**src/rtl/microseq_pkg.sv**
```systemverilog
// Shared definitions for the microsequencer.
// Holds the opcode encodings, the opcode width, the default reset and trap
// vectors, and the per-cycle control bundle that the opcode decoder
// produces and the trap/hold arbitration then gates.
package microseq_pkg;

   localparam int OP_W = 4;

   localparam logic [OP_W-1:0] OP_CONT = 4'd0;
   localparam logic [OP_W-1:0] OP_JMP  = 4'd1;
   localparam logic [OP_W-1:0] OP_CJMP = 4'd2;
   localparam logic [OP_W-1:0] OP_JSR  = 4'd3;
   localparam logic [OP_W-1:0] OP_CJSR = 4'd4;
   localparam logic [OP_W-1:0] OP_RET  = 4'd5;
   localparam logic [OP_W-1:0] OP_CRET = 4'd6;
   localparam logic [OP_W-1:0] OP_LDCT = 4'd7;
   localparam logic [OP_W-1:0] OP_LOOP = 4'd8;
   localparam logic [OP_W-1:0] OP_PUSH = 4'd9;
   localparam logic [OP_W-1:0] OP_MAP  = 4'd10;
   localparam logic [OP_W-1:0] OP_CASE = 4'd11;
   localparam logic [OP_W-1:0] OP_LDAR = 4'd12;
   localparam logic [OP_W-1:0] OP_JAR  = 4'd13;

   localparam int          DEF_ADDR_W       = 11;
   localparam logic [10:0] DEF_RESET_VECTOR = 11'h000;
   localparam logic [10:0] DEF_TRAP_VECTOR  = 11'h7F0;

   // Side effects requested by one cycle of sequencing.
   typedef struct packed {
      logic push;
      logic pop;
      logic ld_ctr;
      logic dec_ctr;
      logic ld_ar;
   } seq_ctrl_t;

endpackage

```
**src/rtl/micro_stack.sv**
```systemverilog
// Subroutine return-address LIFO for the microsequencer.
// Ports:
//   clock, reset_n   rising-edge clock, asynchronous active-low reset
//   push_i, pop_i    stack operations (push takes precedence if both set)
//   data_i           value written on push
//   clr_err_i        clears the sticky error flags (a same-cycle set wins)
//   top_o            stack[sp-1], or stack[0] when empty
//   full_o, empty_o  sp == STACK_DEPTH / sp == 0
//   ovf_o, unf_o     sticky: push while full / pop while empty
// A push while full is discarded and a pop while empty leaves sp at 0.
module micro_stack #(
   parameter int ADDR_W      = 11,
   parameter int STACK_DEPTH = 4
) (
   input  logic              clock,
   input  logic              reset_n,
   input  logic              push_i,
   input  logic              pop_i,
   input  logic [ADDR_W-1:0] data_i,
   input  logic              clr_err_i,
   output logic [ADDR_W-1:0] top_o,
   output logic              full_o,
   output logic              empty_o,
   output logic              ovf_o,
   output logic              unf_o
);

   localparam int SP_W  = $clog2(STACK_DEPTH + 1);
   localparam int IDX_W = $clog2(STACK_DEPTH);

   logic [ADDR_W-1:0] mem_q [STACK_DEPTH];
   logic [SP_W-1:0]   sp_q, sp_d;
   logic              ovf_q, ovf_d;
   logic              unf_q, unf_d;
   logic              wr_en;
   logic [IDX_W-1:0]  wr_idx;
   logic [IDX_W-1:0]  top_idx;

   assign full_o  = (sp_q == SP_W'(STACK_DEPTH));
   assign empty_o = (sp_q == '0);
   assign ovf_o   = ovf_q;
   assign unf_o   = unf_q;

   // sp never reaches STACK_DEPTH while writing, so the truncated index is safe.
   assign wr_idx  = IDX_W'(sp_q);
   assign top_idx = empty_o ? '0 : IDX_W'(sp_q - SP_W'(1));
   assign top_o   = mem_q[top_idx];

   // NOTE: every variable gets a default before any branch, so no path can
   // leave one unassigned and infer a latch.
   always_comb begin
      sp_d  = sp_q;
      ovf_d = ovf_q & ~clr_err_i;
      unf_d = unf_q & ~clr_err_i;
      wr_en = 1'b0;
      if (push_i) begin
         if (full_o) begin
            ovf_d = 1'b1;
         end else begin
            wr_en = 1'b1;
            sp_d  = sp_q + SP_W'(1);
         end
      end else if (pop_i) begin
         if (empty_o) begin
            unf_d = 1'b1;
         end else begin
            sp_d = sp_q - SP_W'(1);
         end
      end
   end

   // NOTE: sequential state uses non-blocking assignments so every register
   // samples the pre-edge values regardless of statement order.
   always_ff @(posedge clock or negedge reset_n) begin
      if (!reset_n) begin
         sp_q  <= '0;
         ovf_q <= 1'b0;
         unf_q <= 1'b0;
      end else begin
         sp_q  <= sp_d;
         ovf_q <= ovf_d;
         unf_q <= unf_d;
      end
   end

   // NOTE: the entries are reset because an underflowing pop returns
   // stack[0], which must read as zero after reset rather than as X.
   always_ff @(posedge clock or negedge reset_n) begin
      if (!reset_n) begin
         for (int i = 0; i < STACK_DEPTH; i++) begin
            mem_q[i] <= '0;
         end
      end else if (wr_en) begin
         mem_q[wr_idx] <= data_i;
      end
   end

endmodule

```
**src/rtl/microsequencer.sv**
```systemverilog
// Microcode address sequencer (successor to the Am2909/Am2911 slices).
// Ports:
//   clock, reset_n      rising-edge clock, asynchronous active-low reset
//   op, d, cc, cc_pol   opcode, direct value and condition from the pipeline reg
//   case_bits, map_in   case OR-in bits and map ROM dispatch address
//   hold, trap_req      stall (freezes everything) and trap request
//   clr_err             clears the sticky stack error flags
//   uc_address          combinational next microcode address (Y)
//   trap_ack            high in the cycle a trap is taken
//   stack_empty/full    stack occupancy
//   stack_ovf/unf       sticky stack error flags
//   counter_zero        loop counter is zero
// Priority: hold > trap > opcode.
module microsequencer
   import microseq_pkg::*;
#(
   parameter int                ADDR_W       = DEF_ADDR_W,
   parameter int                STACK_DEPTH  = 4,
   parameter int                COUNTER_W    = 8,
   parameter int                CASE_W       = 4,
   parameter logic [ADDR_W-1:0] RESET_VECTOR = ADDR_W'(DEF_RESET_VECTOR),
   parameter logic [ADDR_W-1:0] TRAP_VECTOR  = ADDR_W'(DEF_TRAP_VECTOR)
) (
   input  logic              clock,
   input  logic              reset_n,
   input  logic [OP_W-1:0]   op,
   input  logic [ADDR_W-1:0] d,
   input  logic              cc,
   input  logic              cc_pol,
   input  logic [CASE_W-1:0] case_bits,
   input  logic [ADDR_W-1:0] map_in,
   input  logic              hold,
   input  logic              trap_req,
   input  logic              clr_err,
   output logic [ADDR_W-1:0] uc_address,
   output logic              trap_ack,
   output logic              stack_empty,
   output logic              stack_full,
   output logic              stack_ovf,
   output logic              stack_unf,
   output logic              counter_zero
);

   logic [ADDR_W-1:0]    upc_q, upc_d;
   logic [ADDR_W-1:0]    cur_addr_q, cur_addr_d;
   logic [ADDR_W-1:0]    ar_q, ar_d;
   logic [COUNTER_W-1:0] counter_q, counter_d;

   logic                 pass;
   logic [ADDR_W-1:0]    top;
   logic [ADDR_W-1:0]    op_y;
   logic [ADDR_W-1:0]    y;
   logic [ADDR_W-1:0]    push_data;
   seq_ctrl_t            op_ctrl;
   seq_ctrl_t            ctrl;
   logic                 take_trap;

   assign pass         = cc ^ cc_pol;
   assign counter_zero = (counter_q == '0);

   // Opcode decode: address the opcode would issue and its side effects.
   always_comb begin
      op_y    = upc_q;
      op_ctrl = '0;
      case (op)
         OP_JMP:  op_y = d;
         OP_CJMP: if (pass) op_y = d;
         OP_JSR: begin
            op_y         = d;
            op_ctrl.push = 1'b1;
         end
         OP_CJSR: if (pass) begin
            op_y         = d;
            op_ctrl.push = 1'b1;
         end
         OP_RET: begin
            op_y        = top;
            op_ctrl.pop = 1'b1;
         end
         OP_CRET: if (pass) begin
            op_y        = top;
            op_ctrl.pop = 1'b1;
         end
         OP_LDCT: op_ctrl.ld_ctr = 1'b1;
         OP_LOOP: begin
            // Re-enter the body at the pushed address until the counter
            // runs out, then fall through and discard the loop address.
            if (!counter_zero) begin
               op_y            = top;
               op_ctrl.dec_ctr = 1'b1;
            end else begin
               op_ctrl.pop = 1'b1;
            end
         end
         OP_PUSH: op_ctrl.push = 1'b1;
         OP_MAP:  op_y = map_in;
         OP_CASE: op_y = d | ADDR_W'(case_bits);
         OP_LDAR: op_ctrl.ld_ar = 1'b1;
         OP_JAR:  op_y = ar_q;
         default: ;
      endcase
   end

   // Hold/trap arbitration on top of the decoded opcode.
   always_comb begin
      y         = op_y;
      ctrl      = op_ctrl;
      push_data = upc_q;
      take_trap = 1'b0;
      if (hold) begin
         y    = cur_addr_q;
         ctrl = '0;
      end else if (trap_req) begin
         // The address the opcode would have issued becomes the return point.
         y         = TRAP_VECTOR;
         ctrl      = '0;
         ctrl.push = 1'b1;
         push_data = op_y;
         take_trap = 1'b1;
      end
   end

   assign uc_address = reset_n ? y : RESET_VECTOR;
   assign trap_ack   = reset_n & take_trap;

   always_comb begin
      upc_d      = upc_q;
      cur_addr_d = cur_addr_q;
      ar_d       = ar_q;
      counter_d  = counter_q;
      if (!hold) begin
         upc_d      = y + ADDR_W'(1);
         cur_addr_d = y;
         if (ctrl.ld_ar)   ar_d      = d;
         if (ctrl.ld_ctr)  counter_d = d[COUNTER_W-1:0];
         if (ctrl.dec_ctr) counter_d = counter_q - COUNTER_W'(1);
      end
   end

   always_ff @(posedge clock or negedge reset_n) begin
      if (!reset_n) begin
         upc_q      <= RESET_VECTOR;
         cur_addr_q <= RESET_VECTOR;
         ar_q       <= '0;
         counter_q  <= '0;
      end else begin
         upc_q      <= upc_d;
         cur_addr_q <= cur_addr_d;
         ar_q       <= ar_d;
         counter_q  <= counter_d;
      end
   end

   micro_stack #(
      .ADDR_W      (ADDR_W),
      .STACK_DEPTH (STACK_DEPTH)
   ) u_stack (
      .clock     (clock),
      .reset_n   (reset_n),
      .push_i    (ctrl.push),
      .pop_i     (ctrl.pop),
      .data_i    (push_data),
      .clr_err_i (clr_err & ~hold),
      .top_o     (top),
      .full_o    (stack_full),
      .empty_o   (stack_empty),
      .ovf_o     (stack_ovf),
      .unf_o     (stack_unf)
   );

endmodule

```
**config.mk**
```make
export PLATFORM = sky130hd
export DESIGN_NAME = microsequencer
export DESIGN_NICKNAME = d
export VERILOG_FILES = /design/src/rtl/microseq_pkg.sv /design/src/rtl/micro_stack.sv /design/src/rtl/microsequencer.sv
export SDC_FILE = /design/constraint.sdc
export NUM_CORES = 1
export LEC_CHECK = 0
export CAP_MARGIN = 20
export CORE_MARGIN = 2
export CORE_UTILIZATION = 50
export DETAILED_ROUTE_END_ITERATION = 16
export MAX_ROUTING_LAYER = met4
export PLACE_DENSITY = 0.78
export SLEW_MARGIN = 0
export SYNTH_ARGS = -nofsm -noshare
export SYNTH_HDL_FRONTEND = slang
export SYNTH_SLANG_ARGS = --single-unit
```
**constraint.sdc**
```tcl
create_clock -name clock -period 5.9 [get_ports clock]
set_input_delay 1.77 -clock clock [delete_from_list [all_inputs] [get_ports clock]]
set_output_delay 1.77 -clock clock [all_outputs]
set_load 0.03 [all_outputs]
```
==> metrics.md <==
| Metric | Value |
|---|---|
| Crit Path Class | `primary input to output pin` |
| Detailed Place HPWL | `11300 µm` |
| Seq/Total Area, Yosys | `42.4%` |
| Fraction of the cycle the final worst path needs | `98.1%` |
| Vias per std cell | `6.13` |
| Final Util | `64.7%` |
| Port bufs | `53` |
| Vias | `4862` |
| Synth-to-layout area growth | `25.7%` |
| Post-synth top area cell | `dfrtp_1` |
| CTS Buffer Depth | `2` |
| PnR worst setup slack | `0.114 ns` |
| Peak supply drop | `174 µV` |
| Synth cell types | `80` |
| Slew headroom | `44.4%` |
| Minimum clock period | `5.79 ns` |
| Post-synth top flop | `dfrtp_1` |
| Final Hold Violating Endpoints | `0` |
| Sequential Power Share | `39.4%` |
| Avg Synthesized Cell Area | `9.54 µm²` |
| Setup crit end kind | `output pin` |
| Sw frac | `38.8%` |
| Pwr/cell area | `362 mW/mm²` |
| Share of the synthesized area in the top cell type | `42.4%` |
| Switch Pwr | `0.939 mW` |
| Mapped cell area | `0.00532 mm²` |
| Largest net degree at the start of global routing | `58` |
| Max Freq | `173 MHz` |
| DR pass1 iterations | `5` |
| Post-Synthesis Net Count | `601` |
| Gate power share | `41.5%` |
| Die Ht | `107 µm` |
| Number of DRC markers in iteration 0 | `414` |
| Leak | `2.97 nW` |
| Total gr overflow | `0` |
| Diode count | `0` |
| Post-route ant nets | `0` |
| DP Worst Slack | `-0.538 ns` |
| DIE WIDTH | `107 µm` |
| # IOs | `54` |
| Initial antenna violation count | `0` |
| Pin slew with the least headroom to its limit | `0.827 ns` |
| CORE AREA | `0.0103 mm²` |
| Clk root buf | `clkbuf_8` |
| Number of buffers created by CTS | `9` |
| CTS Hold Bufs | `0` |
| Startpoint Class | `primary input` |
| Placer Congestion | `0.990` |
| Layout cells sized above 1 | `26.2%` |
| Endpoints failing setup | `0` |
| Starting Density | `51.5%` |
| Asr flop ratio synth | `100%` |
| DRC Markers | `0` |
| Share of total power in the clock network | `19.0%` |
| FF+latch count, synth | `90` |
| WL final | `15600 µm` |
| GRT Util Overall | `28.5%` |
| CTS H-Tree Depth | `3` |
| Worst Path Required | `4.13 ns` |
| Num rows | `37` |
| Maxcap violations | `0` |
| Outcome | `finished, final reports clean` |
| Synth area leaders | `dfrtp_1 (42%), mux2_2 (8.1%), nand2_1 (5.3%), o21ai_0 (4.8%), a21oi_1 (2.5%)` |
| First-pass GRT wire length | `24500 µm` |
| Final #Nets | `696` |
| Syn Inst Count | `557` |
| Die Footprint | `0.0115 mm²` |
| Fin Setup TNS | `0 ns` |
| WL per Instance | `19.7 µm` |
| Max Slew Vio Count | `0` |
| Post-synth EDFFs | `0` |
| CTS tree | `yes` |
| WHS | `0.494 ns` |
| Synth Warn # | `0` |
| Worst min path class | `flip-flop to flip-flop` |
| Crit Path Max Fanout | `9` |
| WP data arrival | `4.02 ns` |
| CTS clk-pin slew, worst paths | `0.09 ns` |
| Setup Skew | `0.0131 ns` |
| Number of global-route vias before repair | `4693` |
| P_int | `1.48 mW` |
| Clk_lat worst skew | `0.37 ns` |
| Clk sink count | `90` |
cells in the final DEF, fill, tap and decap left out, types with 4 or more instances in the layout:
master / count
o22ai_1: 4
or2_2: 4
and2_1: 14
nor2_1: 17
nand3_1: 10
mux2i_1: 9
buf_6: 5
buf_4: 67
nor3_1: 10
a221o_1: 7
and4b_1: 5
dfrtp_1: 90
nand2b_1: 7
o211ai_1: 5
ha_1: 7
a22o_1: 4
nand2_1: 75
a22oi_1: 15
mux2_2: 38
clkbuf_8: 10
nor2b_1: 11
inv_1: 16
a21boi_0: 4
nand4_1: 5
clkdlybuf4s50_1: 34
o21ai_0: 50
a21oi_1: 24
a31oi_1: 6
xnor2_1: 5
registers in the layout, summed over array words and instances (netlist names):
signal,flops
cur_addr_q,11
u_stack.ovf_o,1
counter_q,8
upc_q,11
u_stack.sp_q,3
u_stack.mem_q,44
ar_q,11
u_stack.unf_o,1
final timing paths:
| path | from | slack [ns] | depth (start not counted) | to |
|---|---|---|---|---|
| min in group asynchronous | reset_n | 1.23 | 1 | cur_addr_q[2] |
| setup / recovery | op[0] | 0.11 | 10 | uc_address[8] |
| max in group asynchronous | reset_n | 3.68 | 2 | counter_q[7] |
| setup reg to reg | u_stack.sp_q[0] | 1.90 | 15 | upc_q[10] |
| hold / removal | u_stack.mem_q[15] | 0.49 | 2 | u_stack.mem_q[15] |
| hold reg to reg | u_stack.mem_q[15] | 0.49 | 2 | u_stack.mem_q[15] |
worst max-delay path, cell delays in order:
cell             delay, ns
clkdlybuf4s15_1       0.33
buf_6                 0.20
mux2i_1               0.24
o32a_1                0.23
nand3_4               0.11
buf_6                 0.15
a2111oi_2             0.46
a21oi_1               0.17
and2_1                0.18
buf_4                 0.16
final cells by class:
| cell class | instances | area (µm²) |
|---|---|---|
| Fill cell | 807 | 3640 |
| Multi-Input combinational cell | 419 | 3010 |
| Sequential cell | 90 | 2250 |
| Timing Repair Buffer | 114 | 975 |
| Tap cell | 136 | 170 |
| Clock buffer | 10 | 138 |
| Clock inverter | 6 | 72.6 |
| Inverter | 18 | 67.6 |
power groups by stage:
stage / sequential [mW] / combinational [mW] / clock, mW
2_1_floorplan: 0.928 / 0.647 / 0
5_1_grt: 0.974 / 1.10 / 0.488
3_3_place_gp: 0.944 / 0.920 / 0
4_1_cts: 0.948 / 0.980 / 0.464
6_report: 0.954 / 1.01 / 0.461
3_5_place_dp: 0.960 / 0.955 / 0
synthesized netlist by cell type, types with 6 or more instances:
cell type  instances
clkbuf_1          21
a31oi_1            6
o21ai_0           51
mux2i_1            9
nor2b_1           11
a221o_1            7
nand2b_1           7
ha_1               7
a21oi_1           27
a22oi_1           16
inv_1             16
buf_2              7
dfrtp_1           90
mux2_2            38
and2_1            16
nor2_1            17
nand2_1           75
nor3_1            11
nand3_1           10
layer usage:
layer	global-route usage [%]	wire, µm	vias up
li1	-	-	2229
met1	36.9	6710	2423
met2	44.3	7570	175
met3	6.08	909	35
met4	10.2	418	0
met5	-	0	-
cells by family after synthesis:
| group | share of synthesized area (%) |
|---|---|
| fa+ha+maj | 1.65 |
| xor+xnor | 1.46 |
| compound gates | 20.5 |
| buf+inv | 3.63 |
| simple gates | 20.6 |
| flops | 42.4 |
| mux | 9.75 |
what timing repair did:
action / in CTS / in global routing
gates resized for setup: 27 / 20
buffers inserted: 4 / 3
setup endpoints to repair: 7 / 8
pin swaps: 5 / 9
hold endpoints to repair: 0 / 0
per-stage QoR:
| stage | cells | power (mW) | instance area, µm² |
|---|---|---|---|
| after floorplan | 557 | 1.57 | 5320 |
| after global placement | 770 | 1.86 | 6270 |
| after detailed placement | 770 | 1.91 | 6270 |
| after CTS | 790 | 2.39 | 6600 |
| after global routing | 793 | 2.56 | 6680 |
| final | 793 | 2.42 | 6680 |
Note: power is estimated with default switching activity, not from simulation.
